--- src/rtl/relu_backprop_gate.sv ---
// Backward-pass ReLU gate: loads one layer of pre-activations as a derivative
// mask, then streams gradients through, zeroing those of clipped neurons.
module relu_backprop_gate #(
   parameter int          N_NEURONS = 8,
   parameter int          CNT_W     = 3,
   parameter logic [14:0] THRESH    = 15'h0100
) (
   input  logic                 clk,
   input  logic                 rst,
   input  logic                 fwd_valid,
   output logic                 fwd_ready,
   input  logic [15:0]          fwd_data,
   input  logic                 grad_valid,
   output logic                 grad_ready,
   input  logic [15:0]          grad_data,
   output logic                 out_valid,
   input  logic                 out_ready,
   output logic [15:0]          out_data,
   output logic                 out_last,
   output logic                 layer_done,
   output logic [N_NEURONS-1:0] mask
);

   typedef enum logic [1:0] {LOAD, GATE, DRAIN} state_t;

   state_t                 r_state;
   logic [CNT_W-1:0]       r_idx;
   logic [N_NEURONS-1:0]   r_mask;
   logic                   r_fwdReady;
   logic                   r_outValid;
   logic [15:0]            r_outData;
   logic                   r_outLast;
   logic                   r_layerDone;

   logic w_fwdHs;
   logic w_gradHs;
   logic w_outHs;
   logic w_idxLast;
   logic w_maskBit;
   logic w_gradReady;

   // Derivative is 1 only where the forward pass let the value through.
   assign w_maskBit   = ~fwd_data[15] & (fwd_data[14:0] > THRESH);
   assign w_idxLast   = (r_idx == CNT_W'(N_NEURONS - 1));
   assign w_gradReady = (r_state == GATE) & (~r_outValid | out_ready);
   assign w_fwdHs     = fwd_valid & r_fwdReady;
   assign w_gradHs    = grad_valid & w_gradReady;
   assign w_outHs     = r_outValid & out_ready;

   assign fwd_ready  = r_fwdReady;
   assign grad_ready = w_gradReady;
   assign out_valid  = r_outValid;
   assign out_data   = r_outData;
   assign out_last   = r_outLast;
   assign layer_done = r_layerDone;
   assign mask       = r_mask;

   // fwd_ready is registered so it stays low until the first edge after reset.
   always_ff @(posedge clk or negedge rst) begin
      if (!rst) begin
         r_state     <= LOAD;
         r_idx       <= '0;
         r_mask      <= '0;
         r_fwdReady  <= 1'b0;
         r_outValid  <= 1'b0;
         r_outData   <= 16'h0000;
         r_outLast   <= 1'b0;
         r_layerDone <= 1'b0;
      end else begin
         r_layerDone <= 1'b0;
         case (r_state)
            LOAD: begin
               r_fwdReady <= 1'b1;
               if (w_fwdHs) begin
                  r_mask[r_idx] <= w_maskBit;
                  if (w_idxLast) begin
                     r_idx      <= '0;
                     r_state    <= GATE;
                     r_fwdReady <= 1'b0;
                  end else begin
                     r_idx <= r_idx + 1'b1;
                  end
               end
            end
            GATE: begin
               if (w_gradHs) begin
                  r_outData  <= r_mask[r_idx] ? grad_data : 16'h0000;
                  r_outValid <= 1'b1;
                  r_outLast  <= w_idxLast;
                  if (w_idxLast) begin
                     r_state <= DRAIN;
                  end else begin
                     r_idx <= r_idx + 1'b1;
                  end
               end else if (w_outHs) begin
                  r_outValid <= 1'b0;
               end
            end
            DRAIN: begin
               if (w_outHs && r_outLast) begin
                  r_outValid  <= 1'b0;
                  r_layerDone <= 1'b1;
                  r_mask      <= '0;
                  r_idx       <= '0;
                  r_state     <= LOAD;
                  r_fwdReady  <= 1'b1;
               end
            end
            default: begin
               r_state <= LOAD;
            end
         endcase
      end
   end

endmodule
--- config.mk ---
export PLATFORM = sky130hd
export DESIGN_NAME = relu_backprop_gate
export DESIGN_NICKNAME = d
export VERILOG_FILES = /design/src/rtl/relu_backprop_gate.sv
export SDC_FILE = /design/constraint.sdc
export NUM_CORES = 1
export LEC_CHECK = 0
export ABC_AREA = 1
export BUFFER_PORTS_ARGS = -buffer_cell sky130_fd_sc_hd__buf_2
export CAP_MARGIN = 15
export CORE_ASPECT_RATIO = 2
export CORE_MARGIN = 10
export CORE_UTILIZATION = 54
export CTS_CLUSTER_SIZE = 8
export DETAILED_ROUTE_END_ITERATION = 6
export HOLD_SLACK_MARGIN = 0.03
export PLACE_DENSITY = 0.88
export SLEW_MARGIN = 40
export SYNTH_ARGS = -nofsm -noshare
export SYNTH_HDL_FRONTEND = slang
export SYNTH_SLANG_ARGS = --single-unit
--- constraint.sdc ---
create_clock -name clk -period 2.7 [get_ports clk]
set_clock_uncertainty 0.1 [all_clocks]
set_input_delay 0.135 -clock clk [delete_from_list [all_inputs] [get_ports clk]]
set_output_delay 0.135 -clock clk [all_outputs]
set_load 0.02 [all_outputs]
# Word level (Yosys, flattened, before mapping)
# Cells that the tools add are included.
# word_totals
in_bits,37
ff_bits,33
# classes
n_bitwise,8
order_cmp,3
reduce_logical,12
addsub,1
n_eq_ne,10
mux,31
# ops
cell,n
16-bit 2-to-1 mux,1
8-bit 2-to-1 mux,2
8-bit case mux with 2 select lines,1
"15-bit by 9-bit > comparator with 1-bit output, second input constant",1
3-bit 2-to-1 mux,5
"2-bit != test, second input constant",6
1-bit 2-to-1 mux,10
2-bit 2-to-1 mux,5
5-bit AND reduction,2
3-bit case mux with 3 select lines,1
8-bit bitwise mux,1
2-bit case mux with 3 select lines,1
3-bit AND reduction,2
1-bit AND,5
"3-bit by 4-bit less-than comparator with 1-bit output, second input constant",1
1-bit case mux with 2 select lines,2
2-bit AND reduction,2
2-bit nonzero test,2
"3-bit by 1-bit adder with 3-bit output, second input constant",1
1-bit binary-select mux with 3-bit select,1
1-bit demux with 3-bit select,1
"3-bit equality test, second input constant",1
"3-bit by 1-bit >= comparator with 1-bit output, second input constant",1
"3-bit != test, second input constant",1
7 further kinds,9

# Longest topological paths before layout
# logic_depth
ltp_word,7
depth_mapped,10
ltp_nobuf,9

# Least setup slack after synthesis
# No wires, ideal clock.
# synth_timing
kind,reg-to-reg
startpoint,register r_state[0]
endpoint,register r_mask[6] (netlist: mask[6])
slack_ps,1105
t_arrival_ps,1375
synth_period_minus_slack_ps,1595
setup_ps,121
path_stages_with_launch,11
required_time_ps,2479
path_cell_list,dfrtp_1 inv_1 ha_1 buf_4 inv_1 nand2_1 nand3_2 buf_2 nor2_1 nand3_1 nand2_1
# synth_between
elab_chain_cells,3
# synth_lines
item,line,source
from (decl),26,state_t r_state;
from (signal assigned),61,r_state <= LOAD;
from (signal assigned),78,r_state <= GATE;
from (signal assigned),91,r_state <= DRAIN;
2-bit equality test or 2-bit logical NOT (tied branches),71,case (r_state)
2-bit != test (no line) or 2-bit nonzero test (tied branches),n/a,
3-bit AND reduction (no line),n/a,
"to (signal, indexed assignment)",75,r_mask[r_idx] <= w_maskBit;
to (decl),28,logic [N_NEURONS-1:0] r_mask;
# Several ways; a longest one is shown, not always the timed one.
# A chain may end at the register's enable or synchronous reset.

# Worst setup path after layout
# layout_timing
startpoint,register r_state[0]
endpoint,register r_mask[3] (netlist: mask[3])
# Same word-level chain as after synthesis.

==> metrics.txt <==
# TYPE chip_impl_metric gauge
chip_impl_info{name="status",value="finished, final reports clean"} 1
chip_impl_info{name="path_type_of_the_worst_setup_path",value="flop to flop"} 1
chip_impl_metric{name="die-area",unit="um^2"} 6570
chip_impl_metric{name="flow.area_growth_from_synthesis",unit="%"} 23.4
chip_impl_metric{name="synth_cell_types",unit=""} 21
chip_impl_metric{name="final_layout_size_suffix_gt1_share",unit="%"} 23.6
chip_impl_metric{name="worst_hold_slack_after_final_layout",unit="ns"} 0.0497
chip_impl_metric{name="placer_congestion_estimate",unit=""} 0.953
chip_impl_metric{name="remaining_global_route_overflow",unit=""} 0
chip_impl_metric{name="clkSlewWorstSetupHoldPaths",unit="ns"} 0.07
chip_impl_metric{name="netSwitchingFraction",unit="%"} 46.0
chip_impl_metric{name="setup_viol_count_final",unit=""} 0
chip_impl_metric{name="synth.ff_latch_count",unit=""} 33
chip_impl_metric{name="post_drt_via_cell_ratio",unit=""} 4.91
chip_impl_metric{name="grt_max_degree",unit=""} 38
chip_impl_metric{name="antenna_found_initial",unit=""} 0
chip_impl_metric{name="cts_buffers",unit=""} 5
chip_impl_metric{name="post_cts.resized_instances",unit=""} 0
chip_impl_metric{name="cts_hold_buffers_added",unit=""} 2
chip_impl_metric{name="clock.fmax",unit="GHz"} 0.468
chip_impl_metric{name="yosysWarnings",unit=""} 0
chip_impl_metric{name="clock_sink_count",unit=""} 33
chip_impl_metric{name="placeableCoreArea",unit="um^2"} 3450
chip_impl_metric{name="via_count_of_the_first_global_routing_pass",unit=""} 2015
chip_impl_metric{name="placementRows",unit=""} 30
chip_impl_metric{name="cellLeakagePower",unit="uW"} 0.00144
chip_impl_metric{name="synth_seq_area_share",unit="%"} 42.3
chip_impl_info{name="grt_setup_unrepaired",value="false"} 1
chip_impl_metric{name="dr.pass1.iters",unit=""} 4
chip_impl_metric{name="pin_count",unit=""} 66
chip_impl_metric{name="vias",unit=""} 1938
chip_impl_metric{name="drc",unit=""} 0
chip_impl_metric{name="slew-limit-headroom",unit="%"} 69.0
chip_impl_info{name="setup.worst_path.start_class",value="flop"} 1
chip_impl_metric{name="final_standard_cell_utilization_of_the_core",unit="%"} 69.8
chip_impl_metric{name="share_clk_of_total_power",unit="%"} 18.5
chip_impl_metric{name="antenna_violating_nets_post_route",unit=""} 0
chip_impl_metric{name="postCtsSetupBuffers",unit=""} 0
chip_impl_metric{name="grt_first_pass_wirelength",unit="mm"} 8.51
chip_impl_metric{name="clock_network_latency_to_the_later_pin_of_the_worst_skew_pair",unit="ns"} 0.28
chip_impl_metric{name="hpwl",unit="mm"} 3.77
chip_impl_metric{name="cell_internal_pwr",unit="uW"} 1390
chip_impl_info{name="cts_tree",value="yes"} 1
chip_impl_metric{name="dp_slack",unit="ns"} 0.600
chip_impl_metric{name="worst-path-max-fanout",unit=""} 14
chip_impl_metric{name="num_antenna_cells",unit=""} 0
chip_impl_metric{name="worst_margin_pin_slew",unit="ns"} 0.464
chip_impl_metric{name="floorplan.die.width",unit="um"} 62.5
chip_impl_metric{name="dr.first_iter.drc_count",unit=""} 75
chip_impl_metric{name="regToRegSetupSlack",unit="ns"} 0.56
chip_impl_metric{name="buffer_ports.inserted",unit=""} 65
chip_impl_metric{name="final.min_clock_period",unit="ns"} 2.14
chip_impl_metric{name="worst_ep_arrival_time",unit="ns"} 2.21
chip_impl_metric{name="design.final.nets",unit=""} 390
chip_impl_metric{name="layout_worst_path_cycle_share",unit="%"} 79.1
chip_impl_metric{name="p_comb_share",unit="%"} 48.6
chip_impl_metric{name="slew_viol_final",unit=""} 0
chip_impl_metric{name="vdd_ir_drop_max",unit="uV"} 609
chip_impl_metric{name="clk_path_buf_depth",unit=""} 2
chip_impl_metric{name="syn_area_per_cell",unit="um^2"} 6.95
chip_impl_metric{name="fin_setup_tns",unit="ns"} 0
chip_impl_metric{name="synthesis.instances",unit=""} 281
chip_impl_metric{name="timing_hold_violations_final",unit=""} 0
chip_impl_info{name="hp-class",value="input port to flop"} 1
chip_impl_metric{name="power_switching",unit="uW"} 1180
chip_impl_info{name="clock_tree.root_cell",value="clkbuf_8"} 1
chip_impl_metric{name="post_synth_instance_area",unit="um^2"} 1950
chip_impl_metric{name="route.final.wire_length",unit="mm"} 4.89
chip_impl_metric{name="final_critical_path_setup_slack",unit="ns"} 0.565
chip_impl_metric{name="timing.max_cap.violations",unit=""} 0
chip_impl_metric{name="ctsHtreeMaxLevel",unit=""} 2
chip_impl_metric{name="p_per_area",unit="nW/um^2"} 1070
chip_impl_metric{name="die_height",unit="um"} 105
chip_impl_metric{name="required",unit="ns"} 2.78
chip_impl_info{name="endpoint_kind",value="flop"} 1
chip_impl_metric{name="initial_utilization",unit="%"} 56.6
chip_impl_metric{name="synth_nets",unit=""} 325
chip_impl_metric{name="grtUsageTotal",unit="%"} 15.1
chip_impl_metric{name="relative_contribution_of_sequential_cells_to_total_power",unit="%"} 32.9
chip_impl_metric{name="post_drt_wl_per_cell",unit="um"} 12.4
routing by layer:
layer  routed length (um)  vias up  track usage [%]
li1                     -      994                -
met1                 1900      861             14.5
met2                 2520       74             27.3
met3                  373        9             5.03
met4                   87        0             8.04
met5                    0        -                0
critical path, cell delays in order, from the launching register on:
cell	delay, ns
dfrtp_1	0.42
inv_1	0.10
ha_1	0.34
inv_1	0.27
nand2_1	0.17
nand3_2	0.21
inv_1	0.17
o21ai_0	0.11
nand2_1	0.09
nand2_1	0.05
cell usage after synthesis:
cell type  number  area, um^2
o21ai_0        15        75.1
buf_2           6        30.0
nor2_1         35         131
a31oi_1         1        6.26
buf_4           1        7.51
a21oi_1         3        15.0
ha_1            7        87.6
nand3_2         2        20.0
inv_1          30         113
o21ai_1         1        5.00
nor3_1          7        35.0
buf_8           1        15.0
nand3_1        16        80.1
buf_6           2        22.5
dfrtp_1        33         826
nand2_2         5        31.3
nand4_1         3        18.8
and2_1          1        6.26
inv_2           1        3.75
nand2_1       110         413
nand2_4         1        11.3
final timing paths:
check	to	cells after the start	from
hold reg to reg	out_data[0]$_DFFE_PN0P_	2	out_data[0]$_DFFE_PN0P_
min in group asynchronous	out_data[10]$_DFFE_PN0P_	2	rst
setup / recovery	mask[3]$_DFFE_PN0P_	9	r_state[0]$_DFFE_PN0P_
max in group asynchronous	out_data[3]$_DFFE_PN0P_	2	rst
hold / removal	out_data[7]$_DFFE_PN0P_	5	grad_data[7]
setup reg to reg	mask[3]$_DFFE_PN0P_	9	r_state[0]$_DFFE_PN0P_
power groups by stage:
| stage | clock network [uW] | registers, uW | logic, uW |
|---|---|---|---|
| floorplan | 0 | 994 | 806 |
| global placement | 0 | 849 | 1230 |
| detailed placement | 0 | 852 | 1250 |
| CTS | 489 | 846 | 1260 |
| global route | 504 | 878 | 1430 |
| finish | 476 | 846 | 1250 |
cells in the final DEF, fill, tap and decap left out:
cell           synthesis  routed
buf_4                  1       2
nand3_2                2       2
o21ai_0               15      15
nand4_1                3       3
nand2_4                1       1
nor2_1                35      35
nand3_1               16      16
dlygate4sd3_1          0       2
a31oi_1                1       1
nand2_2                5       5
inv_1                 30      30
inv_2                  1       1
nor3_1                 7       7
ha_1                   7       7
a21oi_1                3       3
dfrtp_1               33      33
clkbuf_8               0       6
clkbuf_1               0       1
o21ai_1                1       1
nand2_1              110     110
buf_2                  6      64
and2_1                 1       1
bufinv_16              0       1
cell families after synthesis:
kind of cell	Yosys count	share of synthesized area [%]
buffers and inverters	41	9.80
and+or+nand+nor	180	38.2
adders and majority gates	7	4.48
DFF	33	42.3
AOI/OAI and AO/OA	20	5.19
registers in the layout (all words and copies together) (netlist names):
register and count:
layer_done 1, fwd_ready 1, out_last 1, out_data 16, r_idx 3, mask 8
out_valid 1, r_state 2
cell type report:
type / instances / area, um^2
clock inverters: 1 / 30.0
fillers: 325 / 1040
multi-input cells: 207 / 936
inverters: 31 / 116
flip-flops and latches: 33 / 826
clock buffers: 7 / 86.3
repair buffers: 68 / 355
well taps: 48 / 60.1
through the flow:
stage               cells  total power [uW]  cell area (um^2)
floorplan             281              1800              1950
global placement      385              2080              2270
detailed placement    385              2100              2270
CTS                   395              2600              2410
global route          395              2810              2410
finish                395              2570              2410
No activity file was read; power rests on OpenSTA's default activity.
